[src/rtl/ex_cond_ctrl_pkg.sv]
// ex_cond_ctrl_pkg: shared pipeline encodings (COMB kinds, condition selects, EX control FSM states)
package ex_cond_ctrl_pkg;

    typedef enum logic [1:0] {
        COMB_ALU  = 2'b00,
        COMB_CMPB = 2'b01,
        COMB_ADDB = 2'b10,
        COMB_UB   = 2'b11
    } comb_e;

    typedef enum logic [2:0] {
        COND_NEVER = 3'b000,
        COND_EQ    = 3'b001,
        COND_LT    = 3'b010,
        COND_LE    = 3'b011,
        COND_LTU   = 3'b100,
        COND_LEU   = 3'b101,
        COND_OV    = 3'b110,
        COND_ODD   = 3'b111
    } cond_e;

    typedef enum logic {
        ST_RUN   = 1'b0,
        ST_ANNUL = 1'b1
    } state_e;

endpackage

[src/rtl/ex_cond_ctrl_cond_eval.sv]
// cond_eval: combinational condition evaluator
//   cond_in       : condition select
//   alu_z/n/v/c   : ALU zero, negative, overflow, carry flags
//   alu_odd       : ALU result LSB
//   cond_true     : selected condition holds
module cond_eval
    import ex_cond_ctrl_pkg::*;
(
    input  logic [2:0] cond_in,
    input  logic       alu_z,
    input  logic       alu_n,
    input  logic       alu_v,
    input  logic       alu_c,
    input  logic       alu_odd,
    output logic       cond_true
);

    logic lt;

    // signed less-than; carry clear means unsigned borrow
    assign lt = alu_n ^ alu_v;

    always_comb begin
        cond_true = 1'b0;
        case (cond_e'(cond_in))
            COND_NEVER: cond_true = 1'b0;
            COND_EQ:    cond_true = alu_z;
            COND_LT:    cond_true = lt;
            COND_LE:    cond_true = lt | alu_z;
            COND_LTU:   cond_true = ~alu_c;
            COND_LEU:   cond_true = ~alu_c | alu_z;
            COND_OV:    cond_true = alu_v;
            COND_ODD:   cond_true = alu_odd;
            default:    cond_true = 1'b0;
        endcase
    end

endmodule

[src/rtl/ex_cond_ctrl.sv]
// ex_cond_ctrl: EX-stage branch/nullify decision, annul FSM and PSW carry
//   clk, Reset               : clock, async active-high reset
//   EX_COMB_in, Cond_in      : instruction kind and condition select
//   N_in, EX_BL_in           : nullify bit, branch-and-link (not used for the decision)
//   EX_PSW_EN_in, EX_CO_EN_in: PSW carry load enable, carry-in enable
//   alu_z/n/v/c/odd, stall   : ALU flags, pipeline hold
//   branch_taken, flush_IF, squash_ID, annul_EX : control outputs
//   RF_LE_gate, RAM_WE_gate  : write gates for the EX instruction
//   psw_c, carry_in          : PSW carry and ALU carry-in
module ex_cond_ctrl
    import ex_cond_ctrl_pkg::*;
(
    input  logic       clk,
    input  logic       Reset,
    input  logic [1:0] EX_COMB_in,
    input  logic [2:0] Cond_in,
    input  logic       N_in,
    input  logic       EX_BL_in,
    input  logic       EX_PSW_EN_in,
    input  logic       EX_CO_EN_in,
    input  logic       alu_z,
    input  logic       alu_n,
    input  logic       alu_v,
    input  logic       alu_c,
    input  logic       alu_odd,
    input  logic       stall,
    output logic       branch_taken,
    output logic       flush_IF,
    output logic       squash_ID,
    output logic       annul_EX,
    output logic       RF_LE_gate,
    output logic       RAM_WE_gate,
    output logic       psw_c,
    output logic       carry_in
);

    state_e state_q, state_d;
    logic   psw_c_q, psw_c_d;
    logic   cond_true;
    logic   live;
    logic   unused_bl;

    assign unused_bl = EX_BL_in;

    cond_eval u_cond_eval (
        .cond_in  (Cond_in),
        .alu_z    (alu_z),
        .alu_n    (alu_n),
        .alu_v    (alu_v),
        .alu_c    (alu_c),
        .alu_odd  (alu_odd),
        .cond_true(cond_true)
    );

    always_ff @(posedge clk or posedge Reset) begin
        if (Reset) begin
            state_q <= ST_RUN;
            psw_c_q <= 1'b0;
        end else begin
            state_q <= state_d;
            psw_c_q <= psw_c_d;
        end
    end

    // An annulled instruction never branches or nullifies, so ANNUL always returns to RUN
    always_comb begin
        state_d = state_q;
        if (!stall)
            state_d = (state_q == ST_ANNUL) ? ST_RUN : (squash_ID ? ST_ANNUL : ST_RUN);
    end

    always_comb begin
        psw_c_d = (EX_PSW_EN_in && !annul_EX && !stall) ? alu_c : psw_c_q;
    end

    // Reset gating keeps the decode outputs quiet while Reset is held
    always_comb begin
        annul_EX     = (state_q == ST_ANNUL);
        live         = !annul_EX && !Reset;
        branch_taken = live && ((comb_e'(EX_COMB_in) == COMB_UB) ||
                       (((comb_e'(EX_COMB_in) == COMB_CMPB) || (comb_e'(EX_COMB_in) == COMB_ADDB)) && cond_true));
        flush_IF     = branch_taken;
        squash_ID    = live && N_in && (branch_taken || ((comb_e'(EX_COMB_in) == COMB_ALU) && cond_true));
        RF_LE_gate   = !annul_EX;
        RAM_WE_gate  = !annul_EX;
        psw_c        = psw_c_q;
        carry_in     = EX_CO_EN_in ? psw_c_q : 1'b0;
    end

endmodule
[config.mk]
export PLATFORM = sky130hd
export DESIGN_NAME = ex_cond_ctrl
export DESIGN_NICKNAME = d
export VERILOG_FILES = /design/src/rtl/ex_cond_ctrl_pkg.sv /design/src/rtl/ex_cond_ctrl_cond_eval.sv /design/src/rtl/ex_cond_ctrl.sv
export SDC_FILE = /design/constraint.sdc
export NUM_CORES = 1
export LEC_CHECK = 0
export CELL_PAD_IN_SITES_DETAIL_PLACEMENT = 0
export CELL_PAD_IN_SITES_GLOBAL_PLACEMENT = 2
export CORE_MARGIN = 2
export CORE_UTILIZATION = 11
export DETAILED_ROUTE_END_ITERATION = 8
export GPL_TIMING_DRIVEN = 0
export PLACE_DENSITY_LB_ADDON = 0.1
export SYNTH_ARGS = -nofsm -noshare
export SYNTH_HDL_FRONTEND = slang
export SYNTH_SLANG_ARGS = --single-unit
[constraint.sdc]
create_clock -name clk -period 1.5 [get_ports clk]
set_input_delay 0.15 -clock clk [delete_from_list [all_inputs] [get_ports clk]]
set_output_delay 0.15 -clock clk [all_outputs]
set_load 0.01 [all_outputs]
# Yosys cells after proc, flatten, opt, wreduce, memory -nomap -nowiden
# Index checks and enable logic that the tools add are counted.
[word_totals]
elab_cells = 36
inputBits = 17
output_inout_bits = 8
regBits = 2
[op_classes]
n_eq_ne = 10
bitwise = 4
muxes = 4
n_reduce_logical = 16
[op_table]
columns = ["operator", "count"]
rows = [
  ["== test 3 bit, second input constant", 4],
  ["logical AND 1 bit", 8],
  ["case mux 1 bit (8 select lines)", 1],
  ["== test 3 x 2 -> 1 bit, second input constant", 2],
  ["== test 2 bit, second input constant", 2],
  ["== test 3 x 1 -> 1 bit, second input constant", 1],
  ["logical NOT 1 bit", 3],
  ["logical NOT 3 bit", 1],
  ["logical OR 1 bit", 3],
  ["2-to-1 mux 1 bit", 3],
  ["== test 2 x 1 -> 1 bit, second input constant", 1],
  ["logical NOT 2 bit", 1],
  ["bitwise OR 1 bit", 2],
  ["NOT 1 bit", 1],
  ["bitwise XOR 1 bit", 1],
]

# Longest topological paths before layout
[logic_depth]
word_depth = 10
mapped_depth = 5
depth_no_buf = 5

# Cells and area by module
# From an unflattened synthesis, not the netlist that was laid out.
[hier_totals]
hier_cells = 32
area_unflattened_um2 = 244.0
[modules_own_cells]
columns = ["mod", "cells_per_inst", "area_each_um2", "n_inst"]
rows = [
  ["ex_cond_ctrl", 22, 176.4, 1],
  ["cond_eval", 10, 67.6, 1],
]

# Worst setup path before layout
# No wires, ideal clock.
[synth_timing]
kind = "input to output"
start = "in EX_COMB_in[0]"
end = "out squash_ID"
required_time_ns = 1.350
cell_stages = 5
t_arrival_ns = 1.071
setup_slack_ns = 0.279
n_path_buf = 0
cell_sequence = "inv_1 ha_1 or2_2 a31oi_1 nor4b_1"
[synth_between]
elab_chain_cells = 7
[synth_lines]
columns = ["item", "line", "source"]
rows = [
  ["start: declaration", "ex_cond_ctrl.sv:15", "input logic [1:0] EX_COMB_in,"],
  ["== test 2 x 1 -> 1 bit / == test 2 bit (equally long branches)", "ex_cond_ctrl.sv:81", "(((comb_e'(EX_COMB_in) == COMB_CMPB) || (comb_e'(EX_COMB_in) == COMB_ADDB)) && cond_true));"],
  ["logical OR 1 bit", "ex_cond_ctrl.sv:81", ""],
  ["logical AND 1 bit", "ex_cond_ctrl.sv:81", ""],
  ["logical OR 1 bit", "ex_cond_ctrl.sv:80", "branch_taken = live && ((comb_e'(EX_COMB_in) == COMB_UB) ||"],
  ["logical AND 1 bit", "ex_cond_ctrl.sv:80", ""],
  ["logical OR 1 bit *", "ex_cond_ctrl.sv:83", "squash_ID = live && N_in && (branch_taken || ((comb_e'(EX_COMB_in) == COMB_ALU) && cond_true));"],
  ["logical AND 1 bit *", "ex_cond_ctrl.sv:83", ""],
  ["end: declaration", "ex_cond_ctrl.sv:29", "output logic squash_ID,"],
]
# Mark *: on every way between the ends. The rest lies on a longest branch, timed or not.

# Worst setup path after layout
[layout_timing]
start = "in alu_v"
end = "out squash_ID"
[layout_between]
elab_chain_cells = 8
[layout_lines]
columns = ["item", "line", "source"]
rows = [
  ["start: declaration", "ex_cond_ctrl.sv:23", "input logic alu_v,"],
  ["bitwise XOR 1 bit", "ex_cond_ctrl_cond_eval.sv:21", "assign lt = alu_n ^ alu_v;"],
  ["bitwise OR 1 bit", "ex_cond_ctrl_cond_eval.sv:29", "COND_LE: cond_true = lt | alu_z;"],
  ["case mux 1 bit (8 select lines) *", "ex_cond_ctrl_cond_eval.sv:25", "case (cond_e'(cond_in))"],
  ["logical AND 1 bit", "ex_cond_ctrl.sv:81", ""],
  ["logical OR 1 bit", "ex_cond_ctrl.sv:80", ""],
  ["logical AND 1 bit", "ex_cond_ctrl.sv:80", ""],
  ["logical OR 1 bit *", "ex_cond_ctrl.sv:83", ""],
  ["logical AND 1 bit *", "ex_cond_ctrl.sv:83", ""],
]
# Marked as above.

==> flow_summary.toml <==
[yosys]
synth_most_common_cell = "inv_1"
synthAdderAreaFrac = 0.109
syn_inst = 28
yosys_register_bits = 2
yosysTopAreaCellShare = 0.217
synth_xor_area_frac = 0.0380
synth.distinct_cells = 18
synth_top_family_by_area = "simple AND/OR/NAND/NOR gates"
ys_dominant_reg_cell = "dfrtp_1"
synth-simple-area-share = 0.293
syn_nets = 47
synth-compound-area-share = 0.120
synth_area_um2 = 230
yosysWarnings = 0
synth_edf_count = 0
synth_area_leaders = "dfrtp_1 22%, ha_1 11%, buf_4 6.5%, inv_1 6.5%, nand2b_4 6.0%"
yosysTopAreaCell = "dfrtp_1"
ys_seq_area_frac = 0.217
syn_avg_cell_area_um2 = 8.22
synth_mux_area_frac = 0.0924
synthArstFlopShare = 1.00

[timing]
fin_ws_ps = 69.2
rsz0062_at_grt = "no"
worst_pin_slew_ps = 173
fmax_ghz = 0.699
skew_ps = 0.943
setup_tns_ps = 0
setup_viol = 0
slew_violations = 0
fin_crit_ps = 1430
hold_violations = 0
max-slew-margin-rel = 0.885
min_period_over_period = 0.954

[cts]
ctsHoldBuffers = 0
clock-sinks = 2
clock_latency_ps = 230
cts_tree = "yes"
clk_pin_slew_ps = 30
h-tree-depth = 1
clockBufferDepth = 2
cts_root_buffer = "clkbuf_4"
cts_inserted_buffers = 3

[critical_path]
crit_required_ps = 1350
worstPathCellList = "clkbuf_2, xor2_1, a221o_1, buf_6, a31oi_4, nor4b_2, buf_2"
slowest_stage = "a221o_1"
path_max_fanout = 2
start_kind = "input port"
cp-end-kind = "output port"
worstSetupPathType = "in2out"
path_buf_inv = 3
critical-path-top-delay-family = "compound AO/OA/AOI/OAI gates"
cp_data_arrival_time_ps = 1280
max_stage_delay_ps = 360

[placement]
io_buffers = 23
gp_congestion = 0.615
dp_cells = 78
dpl.hpwl_um = 688
place_ws_ps = -756
dpl_cell_area_um2 = 494

[hold_path]
hp-class = "in2async"

[finish]
finalNonFillerCells = 84
syn_to_final_growth_pct = 140
drive_gt1_frac = 0.509
fin_area_um2 = 553
final_core_util = 0.282
num_antenna_cells = 0
nFillCells = 235
fin_nets = 78
multi_input_area_um2 = 198
final-seq-area_um2 = 51.3

[pwr]
p_per_area_mw_per_mm2 = 641
p_leak_nw = 0.253
ir_drop_mv = 0.129

[global_routing]
antenna_found_initial = 0
grt_usage = 0.0886
grt_remaining_overflow = 0
grt_pass1_vias = 348
grt_max_degree = 7
grt_pass1_wl_um = 1580

[detailed_routing]
vias = 320
ant_nets = 0
vias_per_cell = 3.81
drc = 0
dr.pass1.iters = 4
drt-total-wl_um = 795
drt-initial-drc-count = 2
wl_per_cell_um = 9.46

[status]
outcome = "finished clean"

[floorplanning]
die_area_mm2 = 0.00248
io_pins = 25
num_rows = 16
die_h_um = 49.8
die_w_um = 49.8
core-area_mm2 = 0.00196
start_util = 0.117

[job]
drv_cap = 0
## cell type report
cell class | count | share of cell area
plain buffers | 2 | 0.0271
clock buffers | 3 | 0.0407
inverters | 4 | 0.0271
multi-input cells | 20 | 0.357
flip-flops and latches | 2 | 0.0928
well taps | 27 | 0.0611
repair buffers | 26 | 0.394
## power breakdown
part           internal, W  leakage [nW]  switching, W
clock network    0.0000882        0.0138     0.0000317
logic             0.000103         0.216     0.0000620
registers        0.0000618        0.0237    0.00000766
## stage by stage
stage	hold WS [ps]	power, W
floorplan	-100	0.000123
global placement	395	0.000214
detailed placement	392	0.000220
CTS	175	0.000352
global route	216	0.000387
finish	193	0.000355
## cells by family after synthesis
group                      Yosys count
buffers and inverters                6
xor gates and xnor gates             1
and+or+nand+nor                     11
muxes                                2
AOI/OAI and AO/OA                    4
DFF                                  2
adders and majority gates            2
## cells in the final DEF (no fill, tap or decap)
cell             count
clkdlybuf4s50_1      9
clkbuf_2             7
buf_4                3
clkbuf_4             3
buf_6                3
and2_1               2
nand3_1              2
inv_1                2
nand2_1              2
inv_2                2
clkdlybuf4s15_1      2
buf_2                2
nand2b_4             1
xor2_1               1
a221o_1              1
or2_4                1
mux2i_1              1
a31oi_4              1
nor2_1               1
o21ai_1              1
mux2_2               1
a31oi_2              1
nor3_2               1
nor4b_2              1
ha_4                 1
ha_1                 1
dfrtp_2              1
dlymetal6s2s_1       1
dlygate4sd2_1        1
dfrtp_1              1
## per-layer routing
layer / global-route usage / vias to the layer above / wire length, um
met1: 0.0849 / 146 / 259
met3: 0.0364 / 3 / 71
met2: 0.136 / 19 / 439
met5: 0 / - / 0
li1: - / 152 / -
met4: 0.0972 / 0 / 23
## sequential cells by signal, indices dropped and copies added, names as in the netlist
signal / cells
annul_EX: 1
psw_c: 1
## worst paths after layout
| check | start | endpoint | slack, ps | depth (start not counted) |
|---|---|---|---|---|
| hold reg to reg | psw_c$_DFFE_PP0P_ | psw_c$_DFFE_PP0P_ | 560 | 1 |
| min in group clk | alu_c | psw_c$_DFFE_PP0P_ | 230 | 2 |
| setup reg to reg | annul_EX$_DFFE_PP0N_ | psw_c$_DFFE_PP0P_ | 450 | 3 |
| setup / recovery | alu_v | squash_ID | 70 | 7 |
| hold / removal | Reset | psw_c$_DFFE_PP0P_ | 190 | 2 |
| max in group asynchronous | Reset | annul_EX$_DFFE_PP0N_ | 1160 | 2 |
## repair_timing
| item | in CTS | in global routing |
|---|---|---|
| buffers inserted | 2 | 1 |
| resized for setup | 33 | 20 |
| pin swaps | 7 | 8 |
| endpoints found under the setup margin | 5 | 3 |
Note: power is estimated with default switching activity, not from simulation.
